===== config.mk =====
export PLATFORM = sky130hd
export DESIGN_NAME = man_array_sequencer
export DESIGN_NICKNAME = d
export VERILOG_FILES = /design/src/rtl/man_seq_pkg.sv /design/src/rtl/man_seq_delay.sv /design/src/rtl/man_array_sequencer.sv
export SDC_FILE = /design/constraint.sdc
export NUM_CORES = 1
export LEC_CHECK = 0
export CORE_MARGIN = 4
export CORE_UTILIZATION = 56
export DETAILED_ROUTE_END_ITERATION = 16
export PLACE_DENSITY_LB_ADDON = 0.25
export SYNTH_ARGS = -nofsm -noshare
export SYNTH_HDL_FRONTEND = slang
export SYNTH_SLANG_ARGS = --single-unit
export TNS_END_PERCENT = 20

===== constraint.sdc =====
create_clock -name clk -period 9.9 [get_ports clk]
set_clock_uncertainty 0.1 [all_clocks]
set_input_delay 1.98 -clock clk [delete_from_list [all_inputs] [get_ports clk]]
set_output_delay 1.98 -clock clk [all_outputs]
set_load 0.02 [all_outputs]

===== src/rtl/man_seq_pkg.sv =====
// rtl/man_seq_pkg.sv - shared widths, weight count and FSM encoding for the MAN array sequencer
package man_seq_pkg;

    localparam int ADDR_W_DEF    = 20;
    localparam int DATA_W_DEF    = 24;
    localparam int N_MAN_DEF     = 8;
    localparam int W_PER_MAN_DEF = 8;
    localparam int PIPE_LAT_DEF  = 3;
    localparam int N_WEIGHTS     = N_MAN_DEF * W_PER_MAN_DEF;

    typedef enum logic [2:0] {
        IDLE,
        LOAD,
        STREAM,
        DRAIN,
        DONE
    } seq_state_t;

endpackage


===== src/rtl/man_seq_delay.sv =====
// rtl/man_seq_delay.sv - PIPE_LAT-deep valid shift register aligning x_valid with the MAN result
module man_seq_delay #(
    parameter int PIPE_LAT = 3
) (
    input  logic clk,
    input  logic rst,
    input  logic flush,
    input  logic in_valid,
    output logic out_valid,
    output logic empty
);

    logic [PIPE_LAT-1:0] sr;

    always_ff @(posedge clk or posedge rst) begin
        if (rst) begin
            sr <= '0;
        end else if (flush) begin
            sr <= '0;
        end else begin
            sr[0] <= in_valid;
            for (int i = 1; i < PIPE_LAT; i++) begin
                sr[i] <= sr[i-1];
            end
        end
    end

    assign out_valid = sr[PIPE_LAT-1];
    assign empty     = (sr == '0);

endmodule


===== src/rtl/man_array_sequencer.sv =====
// rtl/man_array_sequencer.sv - start/done sequencer: weight load, input stream and aligned result write
module man_array_sequencer
    import man_seq_pkg::*;
#(
    parameter int ADDR_W    = ADDR_W_DEF,
    parameter int DATA_W    = DATA_W_DEF,
    parameter int N_MAN     = N_MAN_DEF,
    parameter int W_PER_MAN = W_PER_MAN_DEF,
    parameter int PIPE_LAT  = PIPE_LAT_DEF
) (
    input  logic                         clk,
    input  logic                         rst,
    input  logic                         start,
    input  logic                         abort,
    input  logic [ADDR_W-1:0]            w_base,
    input  logic [ADDR_W-1:0]            x_base,
    input  logic [ADDR_W-1:0]            y_base,
    input  logic [ADDR_W-1:0]            n_data,
    output logic                         busy,
    output logic                         done,
    output logic                         RAM1_OE,
    output logic [ADDR_W-1:0]            RAM1_A,
    input  logic [DATA_W-1:0]            RAM1_Q,
    output logic [DATA_W-1:0]            RAM1_Q_latch,
    output logic [N_MAN-1:0]             wen,
    output logic [$clog2(W_PER_MAN)-1:0] MAN_A_WEIGHT,
    output logic                         x_valid,
    output logic                         RAM2_WE,
    output logic [ADDR_W-1:0]            RAM2_A
);

    localparam int NW = N_MAN * W_PER_MAN;
    localparam int KW = $clog2(NW);
    localparam int SW = $clog2(W_PER_MAN);

    seq_state_t        state, state_n;
    logic [ADDR_W-1:0] cnt;
    logic [ADDR_W-1:0] w_b, x_b, y_b, n_r;
    logic [ADDR_W-1:0] wr_j;
    logic [KW-1:0]     wen_k;
    logic [KW-1:0]     wen_man;
    logic              wen_v;
    logic              xv;
    logic              cnt_clr, cnt_inc, accept, flush;
    logic              dl_out, dl_empty;

    assign flush = abort && (state != IDLE);

    always_ff @(posedge clk or posedge rst) begin
        if (rst) begin
            state <= IDLE;
        end else begin
            state <= state_n;
        end
    end

    always_comb begin
        state_n = state;
        cnt_clr = 1'b0;
        cnt_inc = 1'b0;
        accept  = 1'b0;
        case (state)
            IDLE: begin
                if (start) begin
                    state_n = LOAD;
                    accept  = 1'b1;
                    cnt_clr = 1'b1;
                end
            end
            LOAD: begin
                if (cnt == ADDR_W'(NW - 1)) begin
                    state_n = (n_r != '0) ? STREAM : DRAIN;
                    cnt_clr = 1'b1;
                end else begin
                    cnt_inc = 1'b1;
                end
            end
            STREAM: begin
                if (cnt == n_r - ADDR_W'(1)) begin
                    state_n = DRAIN;
                    cnt_clr = 1'b1;
                end else begin
                    cnt_inc = 1'b1;
                end
            end
            // Wait for the last weight strobe and every in-flight result to leave.
            DRAIN: begin
                if (dl_empty && !xv && !wen_v) begin
                    state_n = DONE;
                end
            end
            DONE: begin
                state_n = IDLE;
            end
            default: begin
                state_n = IDLE;
            end
        endcase
        if (flush) begin
            state_n = IDLE;
            cnt_clr = 1'b1;
            cnt_inc = 1'b0;
        end
    end

    always_ff @(posedge clk or posedge rst) begin
        if (rst) begin
            cnt   <= '0;
            w_b   <= '0;
            x_b   <= '0;
            y_b   <= '0;
            n_r   <= '0;
            wen_v <= 1'b0;
            wen_k <= '0;
            xv    <= 1'b0;
            wr_j  <= '0;
        end else begin
            if (cnt_clr) begin
                cnt <= '0;
            end else if (cnt_inc) begin
                cnt <= cnt + ADDR_W'(1);
            end
            if (accept) begin
                w_b <= w_base;
                x_b <= x_base;
                y_b <= y_base;
                n_r <= n_data;
            end
            // Weight strobe and stream valid trail the RAM1 issue by the read latency.
            wen_v <= (state == LOAD) && !abort;
            wen_k <= cnt[KW-1:0];
            xv    <= (state == STREAM) && !abort;
            if (accept || flush) begin
                wr_j <= '0;
            end else if (dl_out) begin
                wr_j <= wr_j + ADDR_W'(1);
            end
        end
    end

    man_seq_delay #(
        .PIPE_LAT (PIPE_LAT)
    ) u_delay (
        .clk       (clk),
        .rst       (rst),
        .flush     (flush),
        .in_valid  (xv),
        .out_valid (dl_out),
        .empty     (dl_empty)
    );

    always_comb begin
        RAM1_OE = 1'b0;
        RAM1_A  = '0;
        case (state)
            LOAD: begin
                RAM1_OE = 1'b1;
                RAM1_A  = w_b + cnt;
            end
            STREAM: begin
                RAM1_OE = 1'b1;
                RAM1_A  = x_b + cnt;
            end
            default: begin
            end
        endcase
    end

    assign wen_man = wen_k / KW'(W_PER_MAN);

    always_comb begin
        wen = '0;
        for (int m = 0; m < N_MAN; m++) begin
            wen[m] = wen_v && (wen_man == KW'(m));
        end
    end

    assign MAN_A_WEIGHT = wen_v ? SW'(wen_k % KW'(W_PER_MAN)) : '0;
    assign busy         = (state != IDLE);
    assign done         = (state == DONE);
    assign x_valid      = xv;
    assign RAM2_WE      = dl_out;
    assign RAM2_A       = dl_out ? (y_b + wr_j) : '0;
    assign RAM1_Q_latch = RAM1_Q;

endmodule


==> impl_metrics.py, run 1 <==
metrics = {
    "outcome": {
        "status": "finished clean",
    },
    "critical_path": {
        "rrSetupSlack_ns": 6.31,
        "crit_fanout": 22,
        "cp-start-kind": "flip-flop",
        "crit_path_end_kind": "primary output",
        "worst-setup-path-type": "reg -> out",
        "worstPathRequired_ns": 7.82,
        "r2r_end": "cnt[19]",
        "r2r-start": "n_r[0]",
        "crit_arrival_ns": 5.03,
        "r2r_cells": 11,
    },
    "die": {
        "die_x_um": 132,
        "die_area_um2": 17400,
        "rows": 45,
        "core_area_um2": 15100,
        "fp.dieH_um": 132,
        "io_pins": 188,
        "start_util": 0.567,
    },
    "pwr": {
        "power_density_nw_per_um2": 240,
        "ir_drop_uv": 224,
        "fin_total_pwr_mw": 2.54,
        "p_leak_nw": 4.41,
    },
    "logic_synthesis": {
        "ys.warnings.count": 0,
        "async_flop_share": 1.00,
        "seq_area_frac_synth": 0.390,
        "synthDistinctLibCells": 55,
        "avgSynthCellArea_um2": 9.78,
        "synth-seq-cells": 134,
        "synth_flop_cell": "dfrtp_1",
        "synth_edf_count": 0,
        "synth_nets": 1030,
        "synthCells": 879,
        "netlist_area_um2": 8590,
    },
    "global_route": {
        "track_usage": 0.232,
        "grt_pass1_vias": 6824,
        "grt_pass1_wl_um": 33000,
        "antenna_found_initial": 0,
        "grt_max_degree": 79,
        "grt.overflow.total": 0,
    },
    "run": {
        "drv_cap": 0,
    },
    "placement": {
        "gp_congestion": 0.878,
        "place_inst": 1155,
        "io_buffers": 139,
        "dpl.hpwl_um": 14500,
    },
    "hold_path": {
        "whs_path_depth": 1,
        "min_to": "u_delay.sr[2]",
        "hp-class": "reg -> reg",
        "min-delay-start": "u_delay.sr[1]",
    },
    "cells_and_area": {
        "final_cell_mix": "139 x clkdlybuf4s50_1, 134 x dfrtp_1, 97 x mux2_2",
        "fin_nets": 1137,
        "finalNonFillerCells": 1186,
        "diodes": 0,
        "drive_gt1_frac": 0.144,
        "syn2layout_area_growth_pct": 23.2,
        "final_core_util": 0.699,
        "final_common_cell": "clkdlybuf4s50_1",
    },
    "timing": {
        "period_minus_slack_ns": 7.11,
        "finalSetupViolCount": 0,
        "min_period_over_period": 0.718,
        "clock.fmax_ghz": 0.141,
        "slew_headroom": 0.284,
        "worst_pin_slew_ns": 1.07,
        "tns_ns": 0,
        "hold_viol": 0,
        "report.final.slew_viol_count": 0,
        "rsz0062_at_grt": "false",
        "hold_slack_ns": 0.382,
    },
    "clock_tree": {
        "cts-buffers-inserted": 17,
        "cts_root_buf": "clkbuf_16",
        "ctsResizeCount": 0,
        "insertion_delay_ns": 0.42,
        "cts_hold_buf": 0,
        "clkSinkCount": 134,
        "postCtsSetupBuffers": 0,
        "cts_tree": "yes",
        "htree_num_levels": 4,
        "clock_path_buffers": 2,
        "clk_pin_slew_ns": 0.05,
    },
    "route": {
        "wl_per_cell_um": 16.9,
        "totalWireLength_um": 20000,
        "firstDrtPassIters": 5,
        "vias": 6916,
        "via_per_inst": 5.83,
        "drc_errors": 0,
        "drt_iter0_drc": 430,
        "detail-route-antenna-nets": 0,
    },
}
## synthesized netlist by cell type, drive strengths merged (2+ instances only)
cell / instances / area share
a211oi: 8 / 0.0070
a21boi: 2 / 0.0017
a21o: 12 / 0.010
a21oi: 41 / 0.024
a221oi: 2 / 0.0020
a311o: 2 / 0.0023
a31oi: 4 / 0.0029
a32oi: 2 / 0.0020
and2: 23 / 0.017
and3: 5 / 0.0036
and3b: 2 / 0.0020
buf: 29 / 0.026
clkbuf: 26 / 0.011
dfrtp: 134 / 0.39
fa: 2 / 0.0047
ha: 41 / 0.060
inv: 19 / 0.0083
mux2: 97 / 0.13
mux2i: 13 / 0.015
nand2: 68 / 0.030
nand2b: 19 / 0.014
nand3: 16 / 0.0093
nand4: 14 / 0.010
nor2: 85 / 0.037
nor2b: 7 / 0.0051
nor3: 30 / 0.019
nor3b: 7 / 0.0061
nor4: 9 / 0.010
nor4b: 2 / 0.0020
o2111ai: 3 / 0.0031
o211ai: 6 / 0.0052
o21a: 6 / 0.0052
o21ai: 31 / 0.018
o21bai: 3 / 0.0026
o31a: 2 / 0.0031
o31ai: 10 / 0.0087
or2: 3 / 0.0022
or3: 8 / 0.0058
or4: 12 / 0.011
xnor2: 36 / 0.037
xor2: 30 / 0.031
## critical path: stages, from the launching register on
cell             delay [ns]
dfrtp_1                0.49
inv_1                  0.11
nand2_1                0.09
nor2_2                 0.09
buf_4                  0.29
mux2_2                 0.39
ha_1                   0.27
a21oi_1                0.23
o2111ai_1              0.20
a311o_1                0.43
a221oi_1               0.41
o31ai_1                0.16
nor3_1                 0.17
nor2_1                 0.07
or3_1                  0.34
a21oi_1                0.22
clkdlybuf4s50_1        0.65
## stage by stage
step	worst slack (ns)	cell area, µm²
after floorplan	3.80	8590
after global placement	3.28	9940
after detailed placement	3.21	9940
after CTS	2.76	10600
after global routing	2.44	10600
final	2.79	10600
## metal layers
layer / wire length (µm) / GRT usage
met1: 8590 / 0.280
met5: 0 / 0
met2: 9980 / 0.405
met3: 929 / 0.0553
met4: 511 / 0.0840
## registers in the layout, indices dropped and copies added (netlist names)
signal,count
w_b,20
x_b,20
y_b,20
x_valid,1
wen_k,6
wen_v,1
state,3
n_r,20
cnt,20
u_delay.sr,3
wr_j,20
## cell type report
type / count / area [µm²]
Tap cell: 188 / 235
Clock buffer: 19 / 443
Clock inverter: 12 / 203
Sequential cell: 134 / 3350
Timing Repair Buffer: 143 / 1420
Inverter: 19 / 73.8
Multi-Input combinational cell: 671 / 4860
Fill cell: 1168 / 4560
## worst max path at each step
stage	endpoint	startpoint	slack (ns)
2_1_floorplan	RAM1_A[19]	state[0]	3.80
3_3_place_gp	RAM1_A[19]	state[0]	3.28
3_5_place_dp	RAM1_A[19]	state[0]	3.21
4_1_cts	RAM1_A[19]	state[0]	2.76
5_1_grt	RAM1_A[19]	state[0]	2.44
6_report	RAM1_A[19]	state[0]	2.79
## cell families after synthesis
kind of cell,after synthesis,share of synthesized area
buf+inv,74,0.0454
flops,134,0.390
fa+ha+maj,43,0.0643
simple gates,312,0.186
xor+xnor,66,0.0673
mux,110,0.142
compound gates,140,0.105
## report_power, final
group / switching [mW] / internal (mW)
clock: 0.236 / 0.452
combinational: 0.490 / 0.490
sequential: 0.159 / 0.717
total: 0.885 / 1.66
Power figures use the tool's default switching activity.
==> run 2: changes to the inputs <==
Settings changed: CORE_UTILIZATION 56 to 52.
Clock period 9.9 ns to 7.1 ns, I/O delays scaled along.
==> run 2 against run 1 <==
Compared with the run above: sequential cell count unchanged; clock power increased by 29%; clock-buffer cell count increased by 2; power increased by 37%; via count increased by 0.16%; design area about the same; setup slack got worse by 2.4 ns; final cell count increased by 2.5%; critical path type unchanged; critical endpoint unchanged.
==> impl_metrics.py, run 2 (same netlist as run 1, synthesis figures left out) <==
metrics = {
    "die": {
        "start_util": 0.535,
        "rows": 46,
        "fp.dieH_um": 137,
        "io_pins": 188,
        "die_area_um2": 18600,
        "die_x_um": 137,
        "core_area_um2": 16100,
    },
    "clock_tree": {
        "ctsResizeCount": 0,
        "postCtsSetupBuffers": 0,
        "htree_num_levels": 4,
        "insertion_delay_ns": 0.42,
        "cts_tree": "yes",
        "clkSinkCount": 134,
        "cts_root_buf": "clkbuf_16",
        "cts_hold_buf": 0,
        "clk_pin_slew_ns": 0.05,
        "clock_path_buffers": 2,
        "cts-buffers-inserted": 17,
    },
    "hold_path": {
        "whs_path_depth": 1,
        "hp-class": "reg -> reg",
        "min-delay-start": "u_delay.sr[0]",
        "min_to": "u_delay.sr[1]",
    },
    "cells_and_area": {
        "multiInputGateArea_um2": 4860,
        "syn2layout_area_growth_pct": 23.3,
        "ff_latch_area_um2": 3350,
        "fillers": 1275,
        "final_common_cell": "clkdlybuf4s50_1",
        "fin_nets": 1138,
        "final_cell_mix": "139 x clkdlybuf4s50_1, 134 x dfrtp_1, 97 x mux2_2",
        "fin_area_um2": 10600,
        "drive_gt1_frac": 0.147,
        "finalNonFillerCells": 1216,
        "diodes": 0,
        "final_core_util": 0.660,
    },
    "run": {
        "drv_cap": 0,
    },
    "critical_path": {
        "crit_fanout": 18,
        "crit_arrival_ns": 5.20,
        "crit_buf_inv": 3,
        "crit_path_end_kind": "primary output",
        "r2r_end": "cnt[4]",
        "r2r_cells": 11,
        "crit_path_max_incr_delay_ns": 0.66,
        "rrSetupSlack_ns": 3.48,
        "slowest_stage": "clkdlybuf4s50_1",
        "r2r-start": "n_r[0]",
        "path_cells": "inv_1 > nand2_1 > nor2_2 > buf_4 > mux2_2 > ha_1 > o21ai_0 > a21boi_0 > a311o_1 > a221oi_1 > o31ai_1 > nor3_1 > nor2_1 > or3_1 > a21oi_1 > clkdlybuf4s50_1",
        "cp-start-kind": "flip-flop",
        "worst-setup-path-type": "reg -> out",
        "path_delay_family": "compound AO/OA/AOI/OAI gates",
        "worstPathRequired_ns": 5.58,
    },
    "pwr": {
        "ir_drop_uv": 254,
        "power_density_nw_per_um2": 329,
        "p_leak_nw": 4.39,
        "fin_total_pwr_mw": 3.48,
    },
    "timing": {
        "slew_headroom": 0.276,
        "clock.fmax_ghz": 0.149,
        "setup_slack_ns": 0.378,
        "tns_ns": 0,
        "rsz0062_at_grt": "false",
        "report.final.slew_viol_count": 0,
        "finalSetupViolCount": 0,
        "hold_slack_ns": 0.399,
        "hold_viol": 0,
        "period_minus_slack_ns": 6.72,
        "min_period_over_period": 0.947,
        "worst_pin_slew_ns": 1.09,
    },
    "route": {
        "wl_per_cell_um": 16.7,
        "firstDrtPassIters": 5,
        "totalWireLength_um": 20400,
        "drt_iter0_drc": 441,
        "vias": 6927,
        "detail-route-antenna-nets": 0,
        "drc_errors": 0,
        "via_per_inst": 5.70,
    },
    "placement": {
        "place_area_um2": 9990,
        "post-place-ws_ns": 0.873,
        "gp_congestion": 0.907,
        "place_inst": 1184,
        "dpl.hpwl_um": 15000,
        "io_buffers": 139,
    },
    "global_route": {
        "met2_usage": 0.372,
        "grt_pass1_wl_um": 33600,
        "grt-busiest-layer": "met2",
        "grt_use_met3": 0.0478,
        "use_met1": 0.294,
        "grt_pass1_vias": 6832,
        "grt_max_degree": 72,
        "track_usage": 0.227,
        "antenna_found_initial": 0,
        "grt.overflow.total": 0,
    },
    "outcome": {
        "status": "finished clean",
    },
}
==> run 2: cell types whose count changed in the layout (fill, tap and decap cells not counted), sizes merged <==
cell / delta
buf: +1
bufinv: -3
clkbuf: +2
clkinvlp: +2
==> run 2: layout make-up <==
| class | count | share of cell area |
|---|---|---|
| Tap cell | 216 | 0.0255 |
| Sequential cell | 134 | 0.317 |
| Multi-Input combinational cell | 671 | 0.459 |
| Clock buffer | 21 | 0.0454 |
| Timing Repair Buffer | 144 | 0.135 |
| Inverter | 19 | 0.00720 |
| Clock inverter | 11 | 0.0117 |
==> run 2: worst max-delay path by stage <==
| stage | startpoint | endpoint | cells after the start |
|---|---|---|---|
| 2_1_floorplan | state[0] | RAM1_A[19] | 16 |
| 3_3_place_gp | state[0] | RAM1_A[19] | 16 |
| 3_5_place_dp | state[0] | RAM1_A[19] | 16 |
| 4_1_cts | state[0] | RAM1_A[19] | 16 |
| 5_1_grt | state[0] | RAM1_A[19] | 16 |
| 6_report | state[0] | RAM1_A[19] | 16 |
==> run 2: metal layers <==
metal / up-vias / wire length (µm)
met2: 229 / 9760
met4: 0 / 551
li1: 3330 / -
met1: 3311 / 8880
met5: - / 0
met3: 57 / 1170
==> run 2: where the power goes <==
group	switching (mW)	internal (mW)	total, mW
clock network	0.337	0.553	0.890
registers	0.221	1.00	1.22
logic	0.687	0.685	1.37
==> run 3: changes to the inputs <==
--- a/config.mk
+++ b/config.mk
@@ -6,6 +6,7 @@
 export NUM_CORES = 1
 export LEC_CHECK = 0
+export ABC_AREA = 1
 export CORE_MARGIN = 4
-export CORE_UTILIZATION = 52
+export CORE_UTILIZATION = 53
 export DETAILED_ROUTE_END_ITERATION = 16
 export PLACE_DENSITY_LB_ADDON = 0.25
==> constraint.sdc (replaced) <==
create_clock -name clk -period 7.1 [get_ports clk]
set_clock_uncertainty 0.1 [all_clocks]
set_input_delay 1.42 -clock clk [delete_from_list [all_inputs] [get_ports clk]]
set_output_delay 1.42 -clock clk [all_outputs]
set_load 0.005 [all_outputs]
==> run 3 against run 2 <==
Compared with the run above: design area up 5.4%; hold slack worse by 0.029 ns; non-clock buffer count is 1 lower; die area grew 5.0%; critical path type unchanged; largest cell class unchanged.
==> impl_metrics.py, run 3 <==
metrics = {
    "cells_and_area": {
        "syn2layout_area_growth_pct": 21.1,
        "fin_nets": 1569,
        "fin_area_um2": 11200,
        "drive_gt1_frac": 0.0489,
        "final_common_cell": "nand2_1",
        "final_cell_mix": "412 x nand2_1, 139 x clkdlybuf4s50_1, 134 x dfrtp_1",
        "diodes": 0,
    },
    "critical_path": {
        "worstPathRequired_ns": 5.58,
        "critPathCapture": "RAM1_A[12]",
        "cp-start-kind": "flip-flop",
        "r2r_end": "wr_j[8]",
        "r2r-start": "state[0]",
        "worst-setup-path-type": "reg -> out",
        "crit_fanout": 25,
        "crit_path_end_kind": "primary output",
        "crit_arrival_ns": 4.21,
        "r2r_cells": 13,
        "crit_path_start": "state[0]",
        "rrSetupSlack_ns": 3.87,
    },
    "timing": {
        "report.final.slew_viol_count": 0,
        "slew_headroom": 0.336,
        "tns_ns": 0,
        "worst_pin_slew_ns": 0.994,
        "setup_slack_ns": 1.37,
        "finalSetupViolCount": 0,
        "min_period_over_period": 0.807,
        "clock.fmax_ghz": 0.175,
        "hold_viol": 0,
        "rsz0062_at_grt": "false",
        "period_minus_slack_ns": 5.73,
    },
    "logic_synthesis": {
        "async_flop_share": 1.00,
        "seq_area_frac_synth": 0.363,
        "synth_largest_area_cell": "dfrtp_1",
        "yosys-top-cells-area": "dfrtp_1 36%, nand2_1 17%, ha_1 5.6%",
        "synth_top_area_share": 0.363,
        "synth-seq-cells": 134,
        "netlist_area_um2": 9230,
        "avgSynthCellArea_um2": 7.00,
        "ys.warnings.count": 0,
        "netlist_top_cells_count": "412 x nand2_1, 134 x dfrtp_1, 128 x inv_1, 115 x nor2_1, 102 x o21ai_0",
        "synth_nets": 1469,
        "synth_edf_count": 0,
        "synthDistinctLibCells": 48,
        "synthCells": 1318,
        "synth_flop_cell": "dfrtp_1",
        "yosysMostFrequentCell": "nand2_1",
    },
    "placement": {
        "post-place-ws_ns": 1.76,
        "gp_congestion": 0.924,
        "io_buffers": 139,
        "place_area_um2": 10600,
        "dpl.hpwl_um": 18600,
    },
    "clock_tree": {
        "cts_root_buf": "clkbuf_16",
        "cts_tree": "yes",
        "clk_pin_slew_ns": 0.06,
        "insertion_delay_ns": 0.43,
        "cts-buffers-inserted": 17,
        "postCtsSetupBuffers": 0,
        "ctsResizeCount": 0,
        "htree_num_levels": 4,
        "cts_hold_buf": 0,
        "clock_path_buffers": 2,
        "clkSinkCount": 134,
    },
    "global_route": {
        "track_usage": 0.255,
        "grt_max_degree": 69,
        "grt_pass1_wl_um": 40800,
        "grt.overflow.total": 0,
        "grt_pass1_vias": 8607,
        "antenna_found_initial": 0,
    },
    "hold_path": {
        "hp-class": "reg -> reg",
    },
    "die": {
        "io_pins": 188,
        "rows": 47,
        "die_area_um2": 19600,
        "fp.dieH_um": 140,
        "start_util": 0.549,
        "core_area_um2": 16800,
        "die_x_um": 140,
    },
    "route": {
        "wl_per_cell_um": 15.1,
        "via_per_inst": 5.39,
        "totalWireLength_um": 25000,
        "firstDrtPassIters": 5,
        "drt_iter0_drc": 738,
        "detail-route-antenna-nets": 0,
        "drc_errors": 0,
        "vias": 8901,
    },
    "pwr": {
        "ir_drop_uv": 213,
        "fin_total_pwr_mw": 3.80,
        "power_density_nw_per_um2": 341,
        "p_leak_nw": 5.42,
    },
    "run": {
        "drv_cap": 0,
    },
    "outcome": {
        "status": "finished clean",
    },
}
==> run 3: cell types whose count changed in the layout (fill, tap and decap cells not counted), moves of 9 or more <==
cell      before  now
a21oi_1       41   79
nor2_1        83  115
xnor2_1       36   16
nand2b_1      19    0
o21ai_0       30  102
nand2_1       68  412
mux2i_1       13    0
or4_1         10    0
nand3_1       16   79
o31ai_1       10    1
nor2_2         1   13
and2_1        23    0
mux2_2        97    0
inv_1         18  127
==> run 3: cell type report <==
cell class / count / area (µm²)
Clock buffer: 18 / 429
Clock inverter: 14 / 173
Fill cell: 1463 / 5650
Inverter: 134 / 508
Multi-Input combinational cell: 988 / 5010
Sequential cell: 134 / 3350
Tap cell: 220 / 275
Timing Repair Buffer: 143 / 1420
==> run 3: critical path, stage by stage (launching register included) <==
cell             delay (ns)
dfrtp_1                0.41
nor2_1                 0.15
nand2_1                0.44
o21ai_0                0.34
ha_1                   0.27
inv_1                  0.09
fa_1                   0.35
inv_1                  0.13
a21oi_1                0.11
nor2_1                 0.10
nor2_1                 0.06
o21ai_0                0.35
nand3_1                0.12
nand2_1                0.10
o21ai_0                0.07
a21oi_1                0.15
clkdlybuf4s50_1        0.52
==> run 3: kinds of logic (layout without fill, tap and decap cells) <==
family          after synthesis  count (layout)  synth area share
fa+ha+maj                    43              43            0.0599
simple gates                691             691             0.320
buf+inv                     196             309            0.0940
xor+xnor                     43              43            0.0408
compound gates              211             211             0.122
flops                       134             134             0.363
==> run 3: per-layer routing <==
metal | share of wire | GRT usage
met1 | 0.43 | 0.321
met2 | 0.48 | 0.435
met3 | 0.063 | 0.0515
met4 | 0.025 | 0.0933
met5 | 0 | 0
==> run 3: where the power goes <==
part | total [mW] | internal [mW] | switching, mW
logic | 1.70 | 0.617 | 1.08
clock network | 0.913 | 0.555 | 0.357
registers | 1.19 | 1.00 | 0.187
total | 3.80 | 2.18 | 1.63
==> run 3: metrics by stage <==
stage           util  hold slack [ns]  cells
6_report       0.664            0.370   1651
5_1_grt        0.664            0.391   1651
4_1_cts        0.664            0.373   1651
3_5_place_dp   0.628            0.360   1619
3_3_place_gp   0.628            0.354   1619
2_1_floorplan      -            0.337   1318
==> run 3: how the worst min path moves through the flow <==
| stage | startpoint | end | slack [ns] | depth (start not counted) |
|---|---|---|---|---|
| after floorplan | x_b[19] | x_b[19] | 0.34 | 2 |
| after global placement | w_b[18] | w_b[18] | 0.35 | 2 |
| after global routing | w_b[10] | w_b[10] | 0.39 | 2 |
| after CTS | w_b[18] | w_b[18] | 0.37 | 2 |
| final | w_b[18] | w_b[18] | 0.37 | 2 |
| after detailed placement | w_b[18] | w_b[18] | 0.36 | 2 |
